[config.mk]
export PLATFORM = sky130hd
export DESIGN_NAME = qerv_alu_seq
export DESIGN_NICKNAME = d
export VERILOG_FILES = /design/src/rtl/qerv_alu_seq.sv
export SDC_FILE = /design/constraint.sdc
export NUM_CORES = 1
export LEC_CHECK = 0
export CORE_MARGIN = 3
export CORE_UTILIZATION = 25
export DETAILED_ROUTE_END_ITERATION = 16
export DONT_BUFFER_PORTS = 1
export SLEW_MARGIN = 20
export SYNTH_ARGS = -nofsm -noshare
export SYNTH_HDL_FRONTEND = slang
export SYNTH_SLANG_ARGS = --single-unit
[constraint.sdc]
create_clock -name clk -period 1.97 [get_ports clk]
set_input_delay 0.197 -clock clk [delete_from_list [all_inputs] [get_ports clk]]
set_output_delay 0.197 -clock clk [all_outputs]
set_load 0.02 [all_outputs]
[src/rtl/qerv_alu_seq.sv]
// Runs one full 32-bit ALU operation through a W-bit-per-cycle qerv ALU.
// The sequencer shifts the operands out LSB-first and collects the result into a valid/ready response.
module qerv_alu_seq #(
  parameter int unsigned W = 1
) (
  input  logic         clk,
  input  logic         i_rst,
  input  logic         i_req_valid,
  output logic         o_req_ready,
  input  logic [2:0]   i_req_op,
  input  logic [31:0]  i_req_rs1,
  input  logic [31:0]  i_req_op_b,
  output logic         o_rsp_valid,
  input  logic         i_rsp_ready,
  output logic [31:0]  o_rsp_rd,
  output logic         o_rsp_cmp,
  output logic         o_alu_en,
  output logic         o_alu_cnt0,
  output logic         o_alu_sub,
  output logic         o_alu_cmp_eq,
  output logic         o_alu_cmp_sig,
  output logic [1:0]   o_alu_bool_op,
  output logic [2:0]   o_alu_rd_sel,
  output logic [W-1:0] o_alu_rs1,
  output logic [W-1:0] o_alu_op_b,
  output logic [W-1:0] o_alu_buf,
  input  logic [W-1:0] i_alu_rd,
  input  logic         i_alu_cmp
);
  localparam int unsigned N  = 32 / W;
  localparam int unsigned CW = $clog2(N);
  localparam logic [CW-1:0] LAST = CW'(N - 1);

  localparam logic [2:0] OP_ADD  = 3'b000;
  localparam logic [2:0] OP_SUB  = 3'b001;
  localparam logic [2:0] OP_SLT  = 3'b010;
  localparam logic [2:0] OP_SLTU = 3'b011;
  localparam logic [2:0] OP_EQ   = 3'b100;
  localparam logic [2:0] OP_XOR  = 3'b101;
  localparam logic [2:0] OP_OR   = 3'b110;
  localparam logic [2:0] OP_AND  = 3'b111;

  typedef enum logic [1:0] {S_IDLE, S_PREP, S_RUN, S_DONE} state_t;

  state_t        r_state;
  logic [CW-1:0] r_cnt;
  logic [2:0]    r_op;
  logic [31:0]   r_rs1, r_op_b, r_res;
  logic          r_ready, r_rsp_valid, r_rsp_cmp, r_en, r_cnt0;
  logic          r_sub, r_cmp_eq, r_cmp_sig;
  logic [1:0]    r_bool_op;
  logic [2:0]    r_rd_sel;

  logic          w_sub, w_cmp_eq, w_cmp_sig, w_is_cmp;
  logic [1:0]    w_bool_op;
  logic [2:0]    w_rd_sel;
  logic [31:0]   w_res_shift;

  // ALU control decode of an incoming opcode; registered when the request is latched
  always_comb begin
    w_sub     = 1'b0;
    w_cmp_eq  = 1'b0;
    w_cmp_sig = 1'b0;
    w_bool_op = 2'b01;
    w_rd_sel  = 3'b000;
    case (i_req_op)
      OP_ADD:  w_rd_sel = 3'b001;
      OP_SUB:  begin w_sub = 1'b1; w_rd_sel = 3'b001; end
      OP_SLT:  begin w_sub = 1'b1; w_cmp_sig = 1'b1; end
      OP_SLTU: w_sub = 1'b1;
      OP_EQ:   begin w_sub = 1'b1; w_cmp_eq = 1'b1; end
      OP_XOR:  begin w_bool_op = 2'b00; w_rd_sel = 3'b100; end
      OP_OR:   begin w_bool_op = 2'b10; w_rd_sel = 3'b100; end
      default: begin w_bool_op = 2'b11; w_rd_sel = 3'b100; end
    endcase
  end

  assign w_is_cmp    = (r_op == OP_SLT) || (r_op == OP_SLTU) || (r_op == OP_EQ);
  assign w_res_shift = {i_alu_rd, r_res[31:W]};

  always_ff @(posedge clk) begin
    if (i_rst) begin
      r_state     <= S_IDLE;
      r_cnt       <= '0;
      r_op        <= OP_ADD;
      r_rs1       <= '0;
      r_op_b      <= '0;
      r_res       <= '0;
      r_ready     <= 1'b1;
      r_rsp_valid <= 1'b0;
      r_rsp_cmp   <= 1'b0;
      r_en        <= 1'b0;
      r_cnt0      <= 1'b0;
      r_sub       <= 1'b0;
      r_cmp_eq    <= 1'b0;
      r_cmp_sig   <= 1'b0;
      r_bool_op   <= 2'b01;
      r_rd_sel    <= 3'b001;
    end else begin
      r_cnt0 <= 1'b0;
      case (r_state)
        S_IDLE: if (i_req_valid) begin
          r_op      <= i_req_op;
          r_rs1     <= i_req_rs1;
          r_op_b    <= i_req_op_b;
          r_sub     <= w_sub;
          r_cmp_eq  <= w_cmp_eq;
          r_cmp_sig <= w_cmp_sig;
          r_bool_op <= w_bool_op;
          r_rd_sel  <= w_rd_sel;
          r_ready   <= 1'b0;
          r_state   <= S_PREP;
        end
        // ALU idles one cycle so its carry loads the sub value before beat 0
        S_PREP: begin
          r_en    <= 1'b1;
          r_cnt0  <= 1'b1;
          r_cnt   <= '0;
          r_state <= S_RUN;
        end
        S_RUN: begin
          r_rs1  <= r_rs1 >> W;
          r_op_b <= r_op_b >> W;
          r_res  <= w_res_shift;
          r_cnt  <= r_cnt + 1'b1;
          if (r_cnt == LAST) begin
            r_en        <= 1'b0;
            r_cnt       <= '0;
            r_rsp_valid <= 1'b1;
            r_rsp_cmp   <= w_is_cmp & i_alu_cmp;
            r_state     <= S_DONE;
            if (w_is_cmp) r_res <= (r_op == OP_EQ) ? 32'd0 : {31'd0, i_alu_cmp};
          end
        end
        S_DONE: if (i_rsp_ready) begin
          r_rsp_valid <= 1'b0;
          r_ready     <= 1'b1;
          r_state     <= S_IDLE;
        end
        default: r_state <= S_IDLE;
      endcase
    end
  end

  assign o_req_ready   = r_ready;
  assign o_rsp_valid   = r_rsp_valid;
  assign o_rsp_rd      = r_res;
  assign o_rsp_cmp     = r_rsp_cmp;
  assign o_alu_en      = r_en;
  assign o_alu_cnt0    = r_cnt0;
  assign o_alu_sub     = r_sub;
  assign o_alu_cmp_eq  = r_cmp_eq;
  assign o_alu_cmp_sig = r_cmp_sig;
  assign o_alu_bool_op = r_bool_op;
  assign o_alu_rd_sel  = r_rd_sel;
  assign o_alu_rs1     = r_rs1[W-1:0];
  assign o_alu_op_b    = r_op_b[W-1:0];
  assign o_alu_buf     = W'(0);
endmodule

# Word-level counts from Yosys, hierarchy flattened
# Cells that the tools add are included.
# totals
output_inout_bits,48
input_bits,73
regBits,119
elab_cells,80
# op_classes
eq_ne,16
reduce_logical,19
n_addsub,1
muxes,27
bitwise_logic,1
# ops
cell,n
$mux W32,4
$pmux W32 S2,2
$eq A3 B2 Y1 const B,4
$eq A3 B3 Y1 const B,4
$mux W1,10
$pmux W5 S2,1
$reduce_and A3 Y1,3
$pmux W2 S4,1
$reduce_and A2 Y1,4
$reduce_bool A2 Y1,4
$mux W2,3
$ne A2 B2 Y1 const B,3
$pmux W1 S2,3
$pmux W2 S3,1
$pmux W3 S2,1
$add A5 B1 Y5 const B,1
$eq A5 B5 Y1 const B,1
$mux W5,1
$reduce_or A5 Y1,1
$eq A2 B2 Y1 const B,2
$reduce_or A4 Y1,1
$eq A3 B1 Y1 const B,1
$logic_not A3 Y1,1
$reduce_or A3 Y1,1
other kinds (5),6

# Longest topological paths before layout
# depth
ltp_word,5
mapped_depth,8
depth_no_buf,6

# Worst setup path before layout
# Ideal clock, no wire load.
# synth_path
path_type,register to register
from,register r_cnt[0]
to,register r_res[1] (netlist: o_rsp_rd[1])
arrival_ns,1.781
n_path_buf,2
path_stages_with_launch,9
slack_ns,0.130
synth_period_minus_slack_ns,1.840
setup_time_ns,0.059
required_time_ns,1.911
cell_sequence,dfxtp_1 ha_1 and3_1 ha_1 buf_6 and4bb_4 a211oi_4 buf_6 a22o_1
# synth_via
elab_chain_len,2
# synth_rtl
item,line_no,text
from (decl),46,logic [CW-1:0] r_cnt;
from (signal assigned),125,r_cnt <= r_cnt + 1'b1;
$eq A5 B5 Y1,126,if (r_cnt == LAST) begin
$mux W32,126,
to (signal assigned),124,r_res <= w_res_shift;
to (signal assigned),132,"if (w_is_cmp) r_res <= (r_op == OP_EQ) ? 32'd0 : {31'd0, i_alu_cmp};"
to (decl),48,"logic [31:0] r_rs1, r_op_b, r_res;"
# Every way passes these cells.
# A chain may end at the register's enable or synchronous reset.

# Worst setup path in the final report
# layout_path
from,register r_state[0]
to,register r_ready (netlist: o_req_ready)
# layout_via
elab_chain_len,3
elab_cells_between_ends,7
classes_between,eq/ne (3); mux (1); reduce/logical (3)
# layout_rtl
item,line_no,text
from (decl),45,state_t r_state;
from (signal assigned),83,r_state <= S_IDLE;
from (signal assigned),112,r_state <= S_PREP;
from (signal assigned),119,r_state <= S_RUN;
$eq A2 B2 Y1 or $logic_not A2 Y1 (tied branches),101,case (r_state)
$ne A2 B2 Y1 (no line) or $reduce_bool A2 Y1 (tied branches),n/a,
$reduce_and A3 Y1 (no line),n/a,
to (signal assigned),89,r_ready <= 1'b1;
to (signal assigned),111,r_ready <= 1'b0;
to (signal assigned),137,r_ready <= 1'b1;
to (decl),49,"logic r_ready, r_rsp_valid, r_rsp_cmp, r_en, r_cnt0;"
# Parallel ways exist; a longest one is shown, timed or not.

==> flow_summary.ini <==
[min_path]
hold_class = input pin to flop

[synthesis]
synth_mux_area_share_pct = 12.39
yosysTopAreaCell = dfxtp_1
avgSynthCellArea_um2 = 10.78
synth-edff-count = 0
synth-compound-area-share_pct = 24.12
syn_area_um2 = 5209
async_flop_share_pct = 0
synth_xor_area_share_pct = 0.5044
synthTopCellsByArea = dfxtp_1 (45%), a211oi_2 (14%), mux2i_1 (12%), a22o_1 (5.2%), nor2_1 (5.0%)
yosysTopAreaCellShare_pct = 45.35
synthSimpleGateAreaFrac_pct = 10.35
synth-main-ff-cell = dfxtp_1
synth_top_family_by_area = compound AO/OA/AOI/OAI gates
synth_fa_ha_area_share_pct = 1.681
syn_inst = 483
yosysWarnings = 0
yosysUniqueCellTypes = 45
synth-seq-cells = 118
seq_area_frac_synth_pct = 45.35

[global_route]
grt_pass1_wl_mm = 18.36
grt_use_met3_pct = 4.425
met2_usage_pct = 16.69
globalRouteOverflowTotal = 0
grt_max_degree = 90
grt_use_met1_pct = 11.74
track_usage_pct = 10.27
grt_pass1_vias = 3534
grt.busiest_layer = met2
antenna_found_initial = 0

[floorplanning]
initial_core_util_pct = 25.58
die_area_um2 = 22600
die_w_um = 150.3
num_rows = 52
pin_count = 121
fp.dieH_um = 150.3
coreArea_um2 = 20360

[flow_run]
drv_cap = 0

[critical_path]
crit_type = flop to flop
crit_path_start_kind = flop
endpoint_kind = flop
critPathMaxFanout = 11
arrival_ns = 2.16
cp.required_ns = 2.26

[clock_network]
clk_latency_ns = 0.40
clkTransAtPathRegs_ns = 0.06
cts_root_buffer = clkbuf_16
cts_buffer_depth = 2
post_cts_buffers = 0
clock_sinks = 118
htree_levels = 4
cts_buffers = 17
cts_tree = done

[final_layout]
final_common_cell = dfxtp_1
finalInstanceArea_um2 = 6052
layout-drive-gt1-share_pct = 23.52
antennaDiodeCount = 0
final_nets = 556
layout_common_cells = dfxtp_1 (116), nor2_1 (68), mux2i_1 (63)
fin_util_pct = 29.72
syn_to_final_growth_pct = 16.19

[sta]
hold_viol = 82
fin_crit_sh_pct = 94.92
period_minus_slack_ns = 1.870
holdWs_ns = -0.1354
setup_viol = 0
maxClockFrequency_mhz = 534.8
clock_skew_ns = 0.007271
rsz0062_at_grt = false
drv_slew = 0
fin_tns_setup_ns = 0
setup_slack_ns = 0.09998

[drt]
via_per_inst = 4.638
ant_nets = 0
vias = 3520
wl_per_cell_um = 15.04
totalWireLength_mm = 11.42
first_pass_iters = 4
drtIter0Drc = 88
drc_errors = 0

[place]
placed_area_um2 = 5409
portBuffers = 0
hpwl_mm = 7.891
post-place-ws_ns = 0.1189
gp_congestion = 0.7036

[run_status]
violations = hold timing
status = finished, violations left

[power_and_ir_drop]
leakagePower_nw = 2.061
p_per_area_nw_per_um2 = 1586
ir_worst_vdd_uv = 570.8
## kinds of logic after synthesis
group / count (synthesis)
AND/OR/NAND/NOR: 117
XOR/XNOR: 3
adder cells (fa/ha/maj): 7
other: 1
buffers and inverters: 47
flip-flops: 118
multiplexers: 64
AO/OA/AOI/OAI: 126
## metal layers
| metal | vias up | wire length (um) |
|---|---|---|
| li1 | 1751 | - |
| met1 | 1675 | 4695 |
| met2 | 81 | 5720 |
| met3 | 13 | 761 |
| met4 | 0 | 238 |
| met5 | - | 0 |
## registers in the layout, summed over array words and instances (netlist names)
| signal | flops |
|---|---|
| r_op_b | 32 |
| o_alu_sub | 1 |
| r_state | 2 |
| o_rsp_rd | 32 |
| o_rsp_cmp | 1 |
| o_alu_rd_sel | 2 |
| o_alu_cmp_sig | 1 |
| o_req_ready | 1 |
| o_alu_cnt0 | 1 |
| r_cnt | 5 |
| o_alu_bool_op | 2 |
| r_op | 3 |
| o_rsp_valid | 1 |
| o_alu_en | 1 |
| o_alu_cmp_eq | 1 |
| r_rs1 | 32 |
## cells in the mapped netlist, types with 7 or more instances
library cell / number
a22o_1: 31
buf_6: 10
ha_1: 7
nor2_1: 69
a211oi_2: 60
nand2b_1: 9
nand2_1: 15
dfxtp_1: 118
clkbuf_1: 12
a21oi_1: 17
mux2i_1: 63
buf_2: 17
## area by class of cell
class | instances | area, um^2
clock buffer | 19 | 452.9
clock inverter | 13 | 121.4
fill | 2065 | 14310
inverter | 3 | 11.26
multi-input combinational | 319 | 2580
sequential | 118 | 2365
tap | 270 | 337.8
timing repair buffer | 17 | 183.9
## power by group
| group | internal [W] | leakage (nW) | switching [W] |
|---|---|---|---|
| Combinational | 0.00136 | 0.813 | 0.00182 |
| Sequential | 0.00301 | 0.968 | 0.000437 |
| Clock | 0.00181 | 0.280 | 0.00116 |
## stage by stage
stage,power (W),std cells
floorplan,0.006228,484
global placement,0.006515,721
detailed placement,0.006690,721
CTS,0.009748,757
global route,0.01026,759
finish,0.009599,759
## worst paths after layout
check | start | to | slack, ns | cells past startpoint
setup / recovery | r_state[0]$_SDFFE_PP0P_ | o_req_ready$_SDFFE_PP1P_ | 0.1 | 8
hold / removal | i_rst | r_rs1[6]$_SDFFE_PP0P_ | -0.14 | 1
setup reg to reg | r_state[0]$_SDFFE_PP0P_ | o_req_ready$_SDFFE_PP1P_ | 0.1 | 8
hold reg to reg | r_op[0]$_SDFFE_PP0P_ | r_op[0]$_SDFFE_PP0P_ | 0.48 | 2
## timing repair
| action | CTS | global route |
|---|---|---|
| setup endpoints to repair | 0 | 14 |
| hold buffers | 4 | 2 |
| resized for setup | 0 | 6 |
| endpoints found under the hold margin | 87 | 82 |
## worst max-delay path, stage by stage (launching register included)
cell and delay [ns]:
dfxtp_2 0.34, inv_2 0.09, ha_2 0.19, buf_4 0.13, nand2_1 0.06, buf_4 0.17
a21oi_1 0.14, o21bai_1 0.07, dlygate4sd3_1 0.55
No activity file was read; power rests on OpenSTA's default activity.
